===== src/rtl/unary_pkg.sv =====
// Shared definitions for the unary accumulator.
//   state_t  : controller state encoding (ACC / DRAIN / DONE)
//   pc_width : bit width needed to hold a popcount of n_lanes lanes
package unary_pkg;

    typedef enum logic [1:0] {
        ST_ACC   = 2'd0,
        ST_DRAIN = 2'd1,
        ST_DONE  = 2'd2
    } state_t;

    function automatic int pc_width(input int n_lanes);
        return $clog2(n_lanes + 1);
    endfunction

endpackage


===== src/rtl/unary_popcount.sv =====
// Purely combinational lane counter: number of set bits in din.
//   din : N_IN unary lanes
//   cnt : popcount, pc_width(N_IN) bits
module unary_popcount
    import unary_pkg::*;
#(
    parameter int N_IN = 4
) (
    input  logic [N_IN-1:0]           din,
    output logic [pc_width(N_IN)-1:0] cnt
);

    localparam int PW = pc_width(N_IN);

    always_comb begin
        cnt = '0;
        for (int i = 0; i < N_IN; i++) begin
            cnt = cnt + PW'(din[i]);
        end
    end

endmodule


===== src/rtl/unary_accum_multi.sv =====
// Multi-lane unary accumulator with serial unary drain.
// Ports:
//   clk, rst   : clock, asynchronous active-high reset
//   en         : cycle enable; when low every register holds
//   mode       : 0 = accumulate, 1 = request drain
//   clr        : synchronous clear (qualified by en)
//   din        : N_IN unary lanes, popcount added each ACC cycle
//   dout       : serial unary output, one 1 per count unit
//   C          : one-cycle overflow pulse (registered)
//   ovf        : sticky overflow flag
//   done       : one-cycle pulse when the drain reaches zero
//   count_o    : registered accumulator value
//
// state    | meaning
// ---------+-----------------------------------------------------
// ST_ACC   | adding popcount(din) each enabled cycle
// ST_DRAIN | emitting one dout 1 per unit, count down to zero
// ST_DONE  | drain finished, waiting for mode=0 to resume ACC
module unary_accum_multi
    import unary_pkg::*;
#(
    parameter int N_IN   = 4,
    parameter int CNT_W  = 16,
    parameter int SAT_EN = 0
) (
    input  logic             clk,
    input  logic             rst,
    input  logic             en,
    input  logic             mode,
    input  logic             clr,
    input  logic [N_IN-1:0]  din,
    output logic             dout,
    output logic             C,
    output logic             ovf,
    output logic             done,
    output logic [CNT_W-1:0] count_o
);

    localparam int PW = pc_width(N_IN);
    localparam int SW = CNT_W + PW;

    state_t           state;
    state_t           state_nxt;
    logic [CNT_W-1:0] count;
    logic [CNT_W-1:0] count_nxt;
    logic             dout_nxt;
    logic             c_nxt;
    logic             ovf_nxt;
    logic             done_nxt;

    logic [PW-1:0]    pc;
    logic [SW-1:0]    sum;
    logic             sum_ovf;
    logic [CNT_W-1:0] acc_val;
    logic             count_zero;

    unary_popcount #(.N_IN(N_IN)) u_popcount (
        .din (din),
        .cnt (pc)
    );

    // Full-width sum so the carry out of CNT_W bits is visible as overflow.
    assign sum        = {{PW{1'b0}}, count} + {{CNT_W{1'b0}}, pc};
    assign sum_ovf    = |sum[SW-1:CNT_W];
    assign acc_val    = ((SAT_EN != 0) && sum_ovf) ? {CNT_W{1'b1}} : sum[CNT_W-1:0];
    assign count_zero = (count == '0);

    // State and datapath registers.
    always_ff @(posedge clk or posedge rst) begin
        if (rst) begin
            state <= ST_ACC;
            count <= '0;
            dout  <= 1'b0;
            C     <= 1'b0;
            ovf   <= 1'b0;
            done  <= 1'b0;
        end else begin
            state <= state_nxt;
            count <= count_nxt;
            dout  <= dout_nxt;
            C     <= c_nxt;
            ovf   <= ovf_nxt;
            done  <= done_nxt;
        end
    end

    // Next-state logic.
    always_comb begin
        state_nxt = state;
        if (en) begin
            if (clr) begin
                state_nxt = ST_ACC;
            end else begin
                case (state)
                    ST_ACC:   if (mode)       state_nxt = ST_DRAIN;
                    ST_DRAIN: if (count_zero) state_nxt = ST_DONE;
                    ST_DONE:  if (!mode)      state_nxt = ST_ACC;
                    default:                  state_nxt = ST_ACC;
                endcase
            end
        end
    end

    // Output / datapath next values. With en low everything holds, which
    // also stretches a dout 1 across disabled cycles during a drain.
    always_comb begin
        count_nxt = count;
        dout_nxt  = dout;
        c_nxt     = C;
        ovf_nxt   = ovf;
        done_nxt  = done;
        if (en) begin
            dout_nxt = 1'b0;
            c_nxt    = 1'b0;
            done_nxt = 1'b0;
            if (clr) begin
                count_nxt = '0;
                ovf_nxt   = 1'b0;
            end else begin
                case (state)
                    ST_ACC: begin
                        if (!mode) begin
                            count_nxt = acc_val;
                            c_nxt     = sum_ovf;
                            ovf_nxt   = ovf | sum_ovf;
                        end
                    end
                    ST_DRAIN: begin
                        if (count_zero) begin
                            done_nxt = 1'b1;
                        end else begin
                            dout_nxt  = 1'b1;
                            count_nxt = count - CNT_W'(1);
                        end
                    end
                    default: begin
                    end
                endcase
            end
        end
    end

    assign count_o = count;

endmodule

===== config.mk =====
export PLATFORM = sky130hd
export DESIGN_NAME = unary_accum_multi
export DESIGN_NICKNAME = d
export VERILOG_FILES = /design/src/rtl/unary_pkg.sv /design/src/rtl/unary_popcount.sv /design/src/rtl/unary_accum_multi.sv
export SDC_FILE = /design/constraint.sdc
export NUM_CORES = 1
export LEC_CHECK = 0
export BUFFER_PORTS_ARGS = -buffer_cell sky130_fd_sc_hd__buf_2
export CORE_AREA = 2 2 59 61
export CTS_BUF_LIST = sky130_fd_sc_hd__clkbuf_4
export DETAILED_ROUTE_END_ITERATION = 7
export DIE_AREA = 0 0 61 63
export MAX_ROUTING_LAYER = met4
export PLACE_DENSITY = 0.7
export SLEW_MARGIN = 10
export SYNTH_ARGS = -nofsm -noshare
export SYNTH_HDL_FRONTEND = slang
export SYNTH_SLANG_ARGS = --single-unit

===== constraint.sdc =====
create_clock -name clk -period 4.5 [get_ports clk]
set_input_delay 0.225 -clock clk [delete_from_list [all_inputs] [get_ports clk]]
set_output_delay 0.225 -clock clk [all_outputs]
set_load 0.02 [all_outputs]

==> results of run 1 <==
synth_stat cells, types with 2 or more instances:
master     n
a21oi_1   17
a22oi_1    3
a31oi_1    5
and3_1     2
and4_1     4
buf_2      2
buf_4      3
clkbuf_1   4
dfrtp_1   22
fa_1       2
ha_1       6
inv_1     16
nand2_1   12
nand2b_1   2
nand3_1    5
nand4_1    3
nor2_1    11
nor2b_1    2
nor3_1     4
nor4_1     2
nor4_2     2
nor4b_1    2
o21ai_0   15
o31ai_1    4
o32ai_1    2
or3_1     10
or4_1      2
xnor2_1    2
worst max path at each step:
stage	cells past startpoint	endpoint	slack (ns)	start
floorplan	12	count_o[14]	1.80	din[0]
CTS	13	count_o[14]	1.84	din[0]
global route	13	count_o[8]	1.68	din[0]
finish	13	count_o[14]	1.83	din[0]
global placement	13	count_o[8]	1.56	din[0]
detailed placement	13	count_o[14]	1.50	din[0]
worst reg2reg max path: stages, from the launching register on:
cell and delay [ns]:
dfrtp_1 0.47, inv_1 0.15, ha_1 0.23, nor4b_1 0.37, and4_1 0.35, a21o_1 0.54
o21ai_0 0.19, a21oi_1 0.16
sequential cells by signal (all words and copies together) (netlist names):
register and flops:
done 1, C 1, ovf 1, state 2, count_o 16, dout 1
cell families after synthesis:
kind of cell / share of synthesized area
xor+xnor: 0.0112
compound gates: 0.221
buf+inv: 0.0687
flops: 0.351
simple gates: 0.268
mux: 0.00639
fa+ha+maj: 0.0735
per-layer routing:
metal,up-vias,global-route usage,part of all wire
met3,5,0.0248,0.049
met1,734,0.327,0.46
met5,-,-,0
met4,0,0.0652,0.014
li1,726,-,-
met2,47,0.351,0.48
stage by stage:
| step | std cells | hold WS (ns) | power [mW] | worst slack (ns) | area (sq um) |
|---|---|---|---|---|---|
| global placement | 248 | 0.438 | 0.932 | 1.56 | 1720 |
| finish | 252 | 0.0665 | 1.06 | 1.83 | 1740 |
| CTS | 252 | 0.104 | 1.06 | 1.84 | 1740 |
| floorplan | 183 | 0.214 | 0.801 | 1.80 | 1570 |
| detailed placement | 248 | 0.456 | 0.961 | 1.50 | 1720 |
| global route | 252 | 0.122 | 1.16 | 1.68 | 1740 |
area by class of cell:
cell class	instances	area, sq um
fill	336	1490
multi-input combinational	136	908
sequential	22	551
timing repair buffer	28	140
inverter	16	60.1
tap	46	57.6
clock buffer	3	22.5
clock inverter	1	3.75
report_power, final:
part / internal, mW / switching [mW]
Sequential: 0.257 / 0.116
Combinational: 0.231 / 0.362
Clock: 0.0326 / 0.0635
Total: 0.520 / 0.541
==> summary.md, run 1 <==
| Metric | Value |
|---|---|
| Outcome | `finished clean` |
| Reg-to-Reg Start | `count_o[1]` |
| Synth warn | `0` |
| Number of synthesized flops with an enable pin | `0` |
| Syn-to-layout area delta | `11.3%` |
| H-tree depth | `1` |
| Worst setup path category | `in -> reg` |
| Pre-Repair DR Iteration Count | `5` |
| CTS sink cnt | `22` |
| Synth top area cells | `dfrtp_1 (35%), a21oi_1 (5.4%), ha_1 (4.8%)` |
| Skew-Pair Late Insertion Delay | `0.32 ns` |
| Startpoint types | `input port` |
| Die W | `just over 60 um` |
| First-pass GRT wire length | `approximately 6700 um` |
| Crit-path cells | `buf_2 > ha_1 > inv_1 > fa_1 > inv_1 > ha_1 > inv_1 > fa_1 > nor2b_1 > o21a_1 > a21boi_0 > or4_1 > a21oi_1` |
| Dominant cell type by area after synthesis | `dfrtp_1` |
| CTS clk-pin slew, worst paths | `approximately 0.12 ns` |
| Post-CTS Setup Inserts | `0` |
| Final Util | `0.539` |
| Vias in the first global route | `about 1,300` |
| VDD IR max | `0.273 mV` |
| Maxcap violations | `0` |
| Final wirelength | `slightly below 4000 um` |
| Ratio of final minimum period to clock period | `0.593` |
| Post-synth ARST share | `1.00` |
| Hold_buf cts | `0` |
| Fin Clk Skew | `approximately 0.0055 ns` |
| Largest net degree at the start of global routing | `23` |
| Total negative slack | `0 ns` |
| WP buf/inv | `4` |
| HPWL after detailed placement | `between 2000 and 3000 um` |
| R2r worst-path depth | `7` |
| HP Class | `in -> async` |
| Reg2reg setup slack | `around 2.0 ns` |
| Critical path's slowest cell | `or4_1` |
| DIE AREA | `between 3000 and 4000 sq um` |
| Peak Freq | `~0.37 GHz` |
| Mean post-synth cell area | `between 8 and 9 sq um` |
| Wire per inst | `roughly 15 um` |
| Top FF cell, synth | `dfrtp_1` |
| Vias per cell | `6.00` |
| Initial antenna violation count | `0` |
| RD Place Congestion | `just under 0.9` |
| Die height | `63 um` |
| Residual DRC | `0` |
| TritonCTS clock tree | `done` |
| Vias | `around 1,500` |
| Final setup fails | `0` |
| Crit path top cell by count | `inv_1` |
| Synthesized Nets | `200` |
| Share of cells above drive strength 1 | `0.180` |
| Max incr delay on CP | `0.49 ns` |
| Final Slew Violations | `0` |
| Final hold viol count | `0` |
| Core area | `between 3000 and 4000 sq um` |
| Antenna diodes | `0` |
| Grt ovf | `0` |
| Commonest non-fill, non-tap cell in the layout | `buf_2` |
| #FFs+latches synth | `22` |
| Total track usage | `0.232` |
| Seq/Total Area, Yosys | `0.351` |
| Initial Utilization | `0.485` |
| Max FO, Critical Path | `4` |
| Post-route minimum period | `roughly 2.7 ns` |
| Cell Area, Synth | `between 1500 and 2000 sq um` |
| Reg-to-reg endpoint | `count_o[10]` |
| Final ANT Viol Nets | `0` |
| Most frequent cells in the layout | `buf_2 (28), dfrtp_1 (22), a21oi_1 (17)` |
| Post-synth top area share | `0.351` |
| I/O pin total | `29` |
| Worst path required time | `~4.8 ns` |
| Total Nets Final | `224` |
| Lkg Pwr | `0.802 nW` |
| Slew margin rel. | `0.406` |
| Std cell rows | `21` |
| Post-CTS sizing | `0` |
| PwrDens | `around 610 nW/um^2` |
| Critical path endpoint category | `flip-flop` |
| Cell count after synthesis | `183` |
| CTS Buf Count | `3` |
| Clock tree buffer depth | `2` |
| I/O Buffers | `28` |
| RSZ-0062 raised after global routing | `no` |
| Synth unique cells | `45` |
| CP top delay family | `adder cells` |
| CTS root buf | `clkbuf_4` |
| Worst path arrival time | `~2.9 ns` |
| Least-Margin Pin Slew | `a little under 0.9 ns` |
| Drt first-iter violations | `roughly 160` |
Note: power is estimated with default switching activity, not from simulation.
==> run 2, diff against run 1 <==
--- a/config.mk
+++ b/config.mk
@@ -5,11 +5,12 @@
 export SDC_FILE = /design/constraint.sdc
 export NUM_CORES = 1
 export LEC_CHECK = 0
+export ABC_AREA = 1
 export BUFFER_PORTS_ARGS = -buffer_cell sky130_fd_sc_hd__buf_2
-export CORE_AREA = 2 2 59 61
+export CORE_AREA = 2 2 67 69
 export CTS_BUF_LIST = sky130_fd_sc_hd__clkbuf_4
 export DETAILED_ROUTE_END_ITERATION = 7
-export DIE_AREA = 0 0 61 63
+export DIE_AREA = 0 0 69 71
 export MAX_ROUTING_LAYER = met4
 export PLACE_DENSITY = 0.7
 export SLEW_MARGIN = 10
==> constraint.sdc (replaced) <==
create_clock -name clk -period 2.4 [get_ports clk]
set_input_delay 0.12 -clock clk [delete_from_list [all_inputs] [get_ports clk]]
set_output_delay 0.12 -clock clk [all_outputs]
set_load 0.02 [all_outputs]
==> run 2 against run 1 <==
Effect of this change: sequential power grew 99%; clock-buffer cell count did not move; clock power is 110% higher; worst setup slack worse by 1.6 ns; final cell count grew 57%; area after synthesis up 29%; via count is 32% higher; sequential cell count unchanged; power rose by 150%; cell area grew 28%.
==> summary.md, run 2 <==
| Metric | Value |
|---|---|
| Outcome | `finished clean` |
| Cell count after synthesis | `roughly 320` |
| Max FO, Critical Path | `3` |
| Peak Freq | `~0.46 GHz` |
| Antenna diodes | `0` |
| DIE AREA | `4900 sq um` |
| TritonCTS clock tree | `done` |
| Post-synth ARST share | `1.00` |
| Reg-to-reg endpoint | `ovf` |
| List of most frequent post-synthesis cells | `nand2_1 (111), nor2_1 (38), inv_1 (34)` |
| Mean post-synth cell area | `around 6.4 sq um` |
| Design area | `about 2200 sq um` |
| Vias per cell | `between 5 and 6` |
| Area of the multi-input gates | `about 1200 sq um` |
| Cell Area, Synth | `between 2000 and 2500 sq um` |
| Max reg flops | `16` |
| CTS Buf Count | `3` |
| Startpoint types | `input port` |
| Dominant cell type by area after synthesis | `dfrtp_1` |
| Final hold viol count | `0` |
| Drt first-iter violations | `roughly 120` |
| Final ANT Viol Nets | `0` |
| Worst path arrival time | `2.44 ns` |
| Slew margin rel. | `0.394` |
| Share of cells above drive strength 1 | `0.183` |
| Fin Clk Skew | `between 0.004 and 0.005 ns` |
| Synth warn | `0` |
| Synthesized Nets | `333` |
| Place WS | `-0.105 ns` |
| Reg2reg setup slack | `between 0.4 and 0.5 ns` |
| Ratio of final minimum period to clock period | `0.896` |
| First-pass GRT wire length | `between 8000 and 9000 um` |
| Clock tree buffer depth | `2` |
| Worst path required time | `2.69 ns` |
| Worst hold endpoint | `state[0]` |
| Pre-Repair DR Iteration Count | `5` |
| Placed cell areas | `around 2200 sq um` |
| #FFs+latches synth | `22` |
| HP Class | `in -> reg` |
| H-tree depth | `1` |
| Synth unique cells | `33` |
| Top FF cell, synth | `dfrtp_1` |
| PwrDens | `approximately 1200 nW/um^2` |
| I/O Buffers | `28` |
| RSZ-0062 raised after global routing | `no` |
| Final Slew Violations | `0` |
| CTS root buf | `clkbuf_4` |
| Initial Utilization | `0.482` |
| Die W | `a little under 70 um` |
| R2r worst-path depth | `9` |
| HPWL after detailed placement | `between 3000 and 4000 um` |
| Cells on Worst Hold Path | `3` |
| Lkg Pwr | `between 1 and 1.5 nW` |
| Seq/Total Area, Yosys | `0.271` |
| I/O pin total | `29` |
| Wire per inst | `roughly 12 um` |
| Hold Crit Start | `en` |
| Least-Margin Pin Slew | `approximately 0.9 ns` |
| Reg-to-Reg Start | `count_o[0]` |
| Final setup fails | `0` |
| Most frequent cell after synthesis | `nand2_1` |
| Total track usage | `0.228` |
| Final wirelength | `between 4000 and 5000 um` |
| Residual DRC | `0` |
| Initial antenna violation count | `0` |
| Die height | `between 70 and 80 um` |
| Commonest non-fill, non-tap cell in the layout | `nand2_1` |
| Synth top area cells | `dfrtp_1 (27%), nand2_1 (21%), nor2_1 (7.0%)` |
| CTS clk-pin slew, worst paths | `approximately 0.14 ns` |
| Post-synth top area share | `0.271` |
| Core area | `about 4200 sq um` |
| Grt ovf | `0` |
| Std cell rows | `24` |
| # fillers | `around 430` |
| Most frequent cells in the layout | `nand2_1 (111), nor2_1 (37), inv_1 (34)` |
| Vias | `~2,000` |
| Register area | `between 500 and 600 sq um` |
| Largest net degree at the start of global routing | `23` |
| Maxcap violations | `0` |
| VDD IR max | `around 0.48 mV` |
| Critical path endpoint category | `flip-flop` |
| CTS sink cnt | `22` |
| Worst setup path category | `in -> reg` |
| Number of synthesized flops with an enable pin | `0` |
| Skew-Pair Late Insertion Delay | `about 0.34 ns` |
| RD Place Congestion | `0.908` |
| Total Nets Final | `~360` |
| Post-CTS Setup Inserts | `0` |
| Post-route minimum period | `2.15 ns` |
| Syn-to-layout area delta | `10.3%` |
| Final worst slack | `0.249 ns` |
| Vias in the first global route | `1,918` |
==> run 2: cell count changes after synthesis, sizes merged, moves of 4 or more <==
cell | previous run | this run
inv | 16 | 38
xor2 | 0 | 7
a31oi | 5 | 1
and4 | 4 | 0
nand4 | 3 | 14
nor2 | 11 | 47
nand3 | 5 | 23
o31ai | 4 | 0
nor4 | 5 | 0
or3 | 10 | 1
buf | 5 | 10
nand2 | 12 | 116
a21oi | 17 | 1
==> run 2: layout make-up <==
| type | count | area share |
|---|---|---|
| Sequential cell | 22 | 0.246 |
| Inverter | 41 | 0.0705 |
| Timing Repair Buffer | 35 | 0.0872 |
| Clock inverter | 1 | 0.00168 |
| Tap cell | 52 | 0.0291 |
| Clock buffer | 3 | 0.0101 |
| Multi-Input combinational cell | 242 | 0.555 |
==> run 2: metrics by stage <==
stage | utilization | TNS (ns) | std cells | total power [mW] | hold WS (ns)
finish | 0.532 | 0 | 396 | 2.64 | 0.127
detailed placement | 0.523 | -0.994 | 391 | 2.44 | 0.380
global placement | 0.523 | -0.461 | 391 | 2.42 | 0.362
CTS | 0.532 | 0 | 396 | 2.65 | 0.126
global route | 0.532 | 0 | 396 | 2.93 | 0.164
floorplan | - | 0 | 316 | 2.08 | 0.109
==> run 2: worst max path at each step <==
stage,from,endpoint,slack (ns),cells past startpoint
5_1_grt,din[0],count_o[12],0.02,18
3_3_place_gp,din[0],C,-0.07,14
3_5_place_dp,din[0],ovf,-0.10,14
4_1_cts,din[0],C,0.26,14
2_1_floorplan,din[0],C,0.13,13
6_report,din[0],ovf,0.25,14
==> run 2: metal layers <==
layer / vias to the layer above / GRT usage / wire length, um
met5: - / - / 0
met3: 5 / 0.0285 / 260
met4: 0 / 0.0719 / 64
met2: 48 / 0.382 / 2300
met1: 899 / 0.288 / 2300
li1: 1048 / - / -
==> run 2: kinds of logic after synthesis <==
kind of cell	count (synthesis)	synth area share
AND/OR/NAND/NOR	208	0.469
buffers and inverters	52	0.117
flip-flops	22	0.271
AO/OA/AOI/OAI	19	0.0549
adder cells (fa/ha/maj)	8	0.0568
XOR/XNOR	7	0.0302
==> run 2: critical path: stages <==
cell and delay, ns:
buf_2 0.10, ha_1 0.28, inv_1 0.07, fa_1 0.40, inv_1 0.06, ha_1 0.13, inv_1 0.06, fa_1 0.39
inv_1 0.08, nand3_1 0.06, nand2_1 0.12, nand3_1 0.10, or3_1 0.40, nand2_1 0.07
==> run 2: report_power, final <==
part / internal (mW) / leakage [nW] / switching, mW
combinational: 0.582 / 0.916 / 1.12
sequential: 0.492 / 0.295 / 0.250
clock: 0.0614 / 0.0154 / 0.137
total: 1.14 / 1.23 / 1.50
==> run 2: repair_timing <==
item	CTS	global route
setup endpoints to repair	0	2
gates resized for setup	0	2
hold buffers	1	0
endpoints found under the hold margin	16	0
==> run 3, diff against run 2 <==
--- a/config.mk
+++ b/config.mk
@@ -7,12 +7,12 @@
 export LEC_CHECK = 0
 export ABC_AREA = 1
 export BUFFER_PORTS_ARGS = -buffer_cell sky130_fd_sc_hd__buf_2
-export CORE_AREA = 2 2 67 69
+export CORE_AREA = 2 2 65 67
 export CTS_BUF_LIST = sky130_fd_sc_hd__clkbuf_4
 export DETAILED_ROUTE_END_ITERATION = 7
-export DIE_AREA = 0 0 69 71
+export DIE_AREA = 0 0 67 69
 export MAX_ROUTING_LAYER = met4
-export PLACE_DENSITY = 0.7
+export PLACE_DENSITY = 0.74
 export SLEW_MARGIN = 10
 export SYNTH_ARGS = -nofsm -noshare
 export SYNTH_HDL_FRONTEND = slang
==> run 3 against run 2 <==
Effect of this change: worst hold slack worse by 0.0038 ns; clock power up 53%; power up 2.8%; die area down 5.6%; via count up 0.50%; combinational power down 3%; register-to-register slack worse by 0.02 ns; critical path type unchanged.
==> summary.md, run 3 (synthesized netlist as in run 2, its figures left out) <==
| Metric | Value |
|---|---|
| Share of cells above drive strength 1 | `0.179` |
| Syn-to-layout area delta | `10.4%` |
| HPWL after detailed placement | `3490 um` |
| Residual DRC | `0` |
| Switch share | `0.548` |
| Die W | `67 um` |
| Post-CTS Setup Inserts | `0` |
| CTS clk-pin slew, worst paths | `0.15 ns` |
| Critical path endpoint category | `flip-flop` |
| Design area | `about 2200 sq um` |
| Total negative slack | `0 ns` |
| Commonest non-fill, non-tap cell in the layout | `nand2_1` |
| CTS root buf | `clkbuf_4` |
| Antenna diodes | `0` |
| H-tree depth | `1` |
| Final hold viol count | `0` |
| Initial Utilization | `0.518` |
| Fin Clk Skew | `about 0.017 ns` |
| Clock group share of total power | `0.111` |
| Final setup fails | `0` |
| Skew-Pair Late Insertion Delay | `0.33 ns` |
| Std cell rows | `23` |
| Vias in the first global route | `about 1,900` |
| Vias | `approximately 2,000` |
| Final wirelength | `between 4000 and 5000 um` |
| Drt first-iter violations | `about 130` |
| RSZ-0062 raised after global routing | `no` |
| Final ANT Viol Nets | `0` |
| Initial antenna violation count | `0` |
| Switch Pwr | `about 1.5 mW` |
| Maxcap violations | `0` |
| Final Slew Violations | `0` |
| Ratio of final minimum period to clock period | `0.901` |
| Register share of total power | `0.281` |
| Outcome | `finished clean` |
| Vias per cell | `roughly 5.1` |
| RD Place Congestion | `0.900` |
| Worst path arrival time | `about 2.4 ns` |
| Post-route minimum period | `~2.2 ns` |
| I/O Buffers | `28` |
| Max reg flops | `16` |
| VDD IR max | `between 0.5 and 0.6 mV` |
| Wire per inst | `~12 um` |
| Max FO, Critical Path | `3` |
| CTS Buf Count | `3` |
| TritonCTS clock tree | `done` |
| Startpoint types | `input port` |
| Total Nets Final | `between 300 and 400` |
| Peak Freq | `0.462 GHz` |
| Placed cell areas | `roughly 2200 sq um` |
| Core area | `just under 4000 sq um` |
| PwrDens | `approximately 1200 nW/um^2` |
| CTS sink cnt | `22` |
| Slew margin rel. | `0.423` |
| I/O pin total | `29` |
| Logic pwr share | `0.608` |
| Die height | `between 60 and 70 um` |
| P_int | `~1.2 mW` |
| HP Class | `in -> reg` |
| Worst path required time | `between 2 and 3 ns` |
| DIE AREA | `about 4600 sq um` |
| Most frequent cells in the layout | `nand2_1 (110), nor2_1 (38), inv_1 (34)` |
| First-pass GRT wire length | `~8000 um` |
| Clock tree buffer depth | `2` |
| Pre-Repair DR Iteration Count | `4` |
| Largest net degree at the start of global routing | `23` |
| Total track usage | `0.229` |
| Least-Margin Pin Slew | `0.864 ns` |
| Grt ovf | `0` |
| Lkg Pwr | `about 1.2 nW` |
| Worst setup path category | `in -> reg` |
==> run 3: cell count changes in the layout (fill, tap and decap cells not counted) <==
cell       change
nand2_2        +1
nor2_2         -1
buf_4          -3
nand2_1        -1
o21ai_1        -1
clkinv_1       -1
bufinv_16      +1
nor2_1         +1
o21ai_0        +1
==> run 3: worst paths after layout <==
path | slack, ns | cells after the start | end | from
setup / recovery | 0.24 | 16 | count_o[8] | din[0]
hold / removal | 0.12 | 4 | C | en
setup reg to reg | 0.47 | 10 | count_o[5] | count_o[2]
hold reg to reg | 0.50 | 2 | ovf | ovf
max in group asynchronous | 1.37 | 3 | count_o[4] | rst
min in group asynchronous | 0.49 | 3 | ovf | rst
==> run 3: area by class of cell <==
class	instances	area [sq um]
multi-input combinational	242	1240
inverter	41	158
clock inverter	1	30.0
clock buffer	3	22.5
timing repair buffer	32	173
fill	410	1680
sequential	22	551
tap	50	62.6
==> run 3: power groups by stage <==
stage	Sequential [mW]	Clock [mW]	Combinational [mW]
2_1_floorplan	0.773	0	1.31
3_3_place_gp	0.761	0	1.63
3_5_place_dp	0.765	0	1.65
4_1_cts	0.758	0.300	1.66
5_1_grt	0.795	0.316	1.90
6_report	0.761	0.302	1.65
==> run 3: critical path, cell delays in order <==
cell and delay, ns:
buf_2 0.10, ha_1 0.28, inv_1 0.07, fa_1 0.40, inv_1 0.07, ha_1 0.13, inv_1 0.05, fa_1 0.38
inv_1 0.09, nand3_1 0.08, nand2_2 0.11, nand2_1 0.06, xor2_1 0.14, nand2_1 0.07, nand3_1 0.08, o21ai_0 0.18
==> run 3: repair_timing <==
action / CTS / global route
endpoints found under the setup margin: 0 / 1
gates resized for setup: 0 / 1
hold buffers: 1 / 0
endpoints found under the hold margin: 13 / 0
==> run 3: layer usage <==
layer / up-vias / GRT usage / wire (um)
met3: 6 / 0.0261 / 294
met1: 907 / 0.316 / 2150
met2: 56 / 0.354 / 2180
li1: 1041 / - / -
met5: - / - / 0
met4: 0 / 0.0612 / 66
==> run 3: per-stage QoR <==
stage	instances	worst slack (ns)	hold slack [ns]	power (mW)	util
after detailed placement	386	-0.148	0.358	2.41	0.555
after global placement	386	-0.0660	0.348	2.39	0.555
after CTS	391	0.203	0.124	2.72	0.571
after global routing	391	0.00403	0.177	3.01	0.572
final	391	0.237	0.123	2.71	0.572
after floorplan	316	0.126	0.109	2.08	-
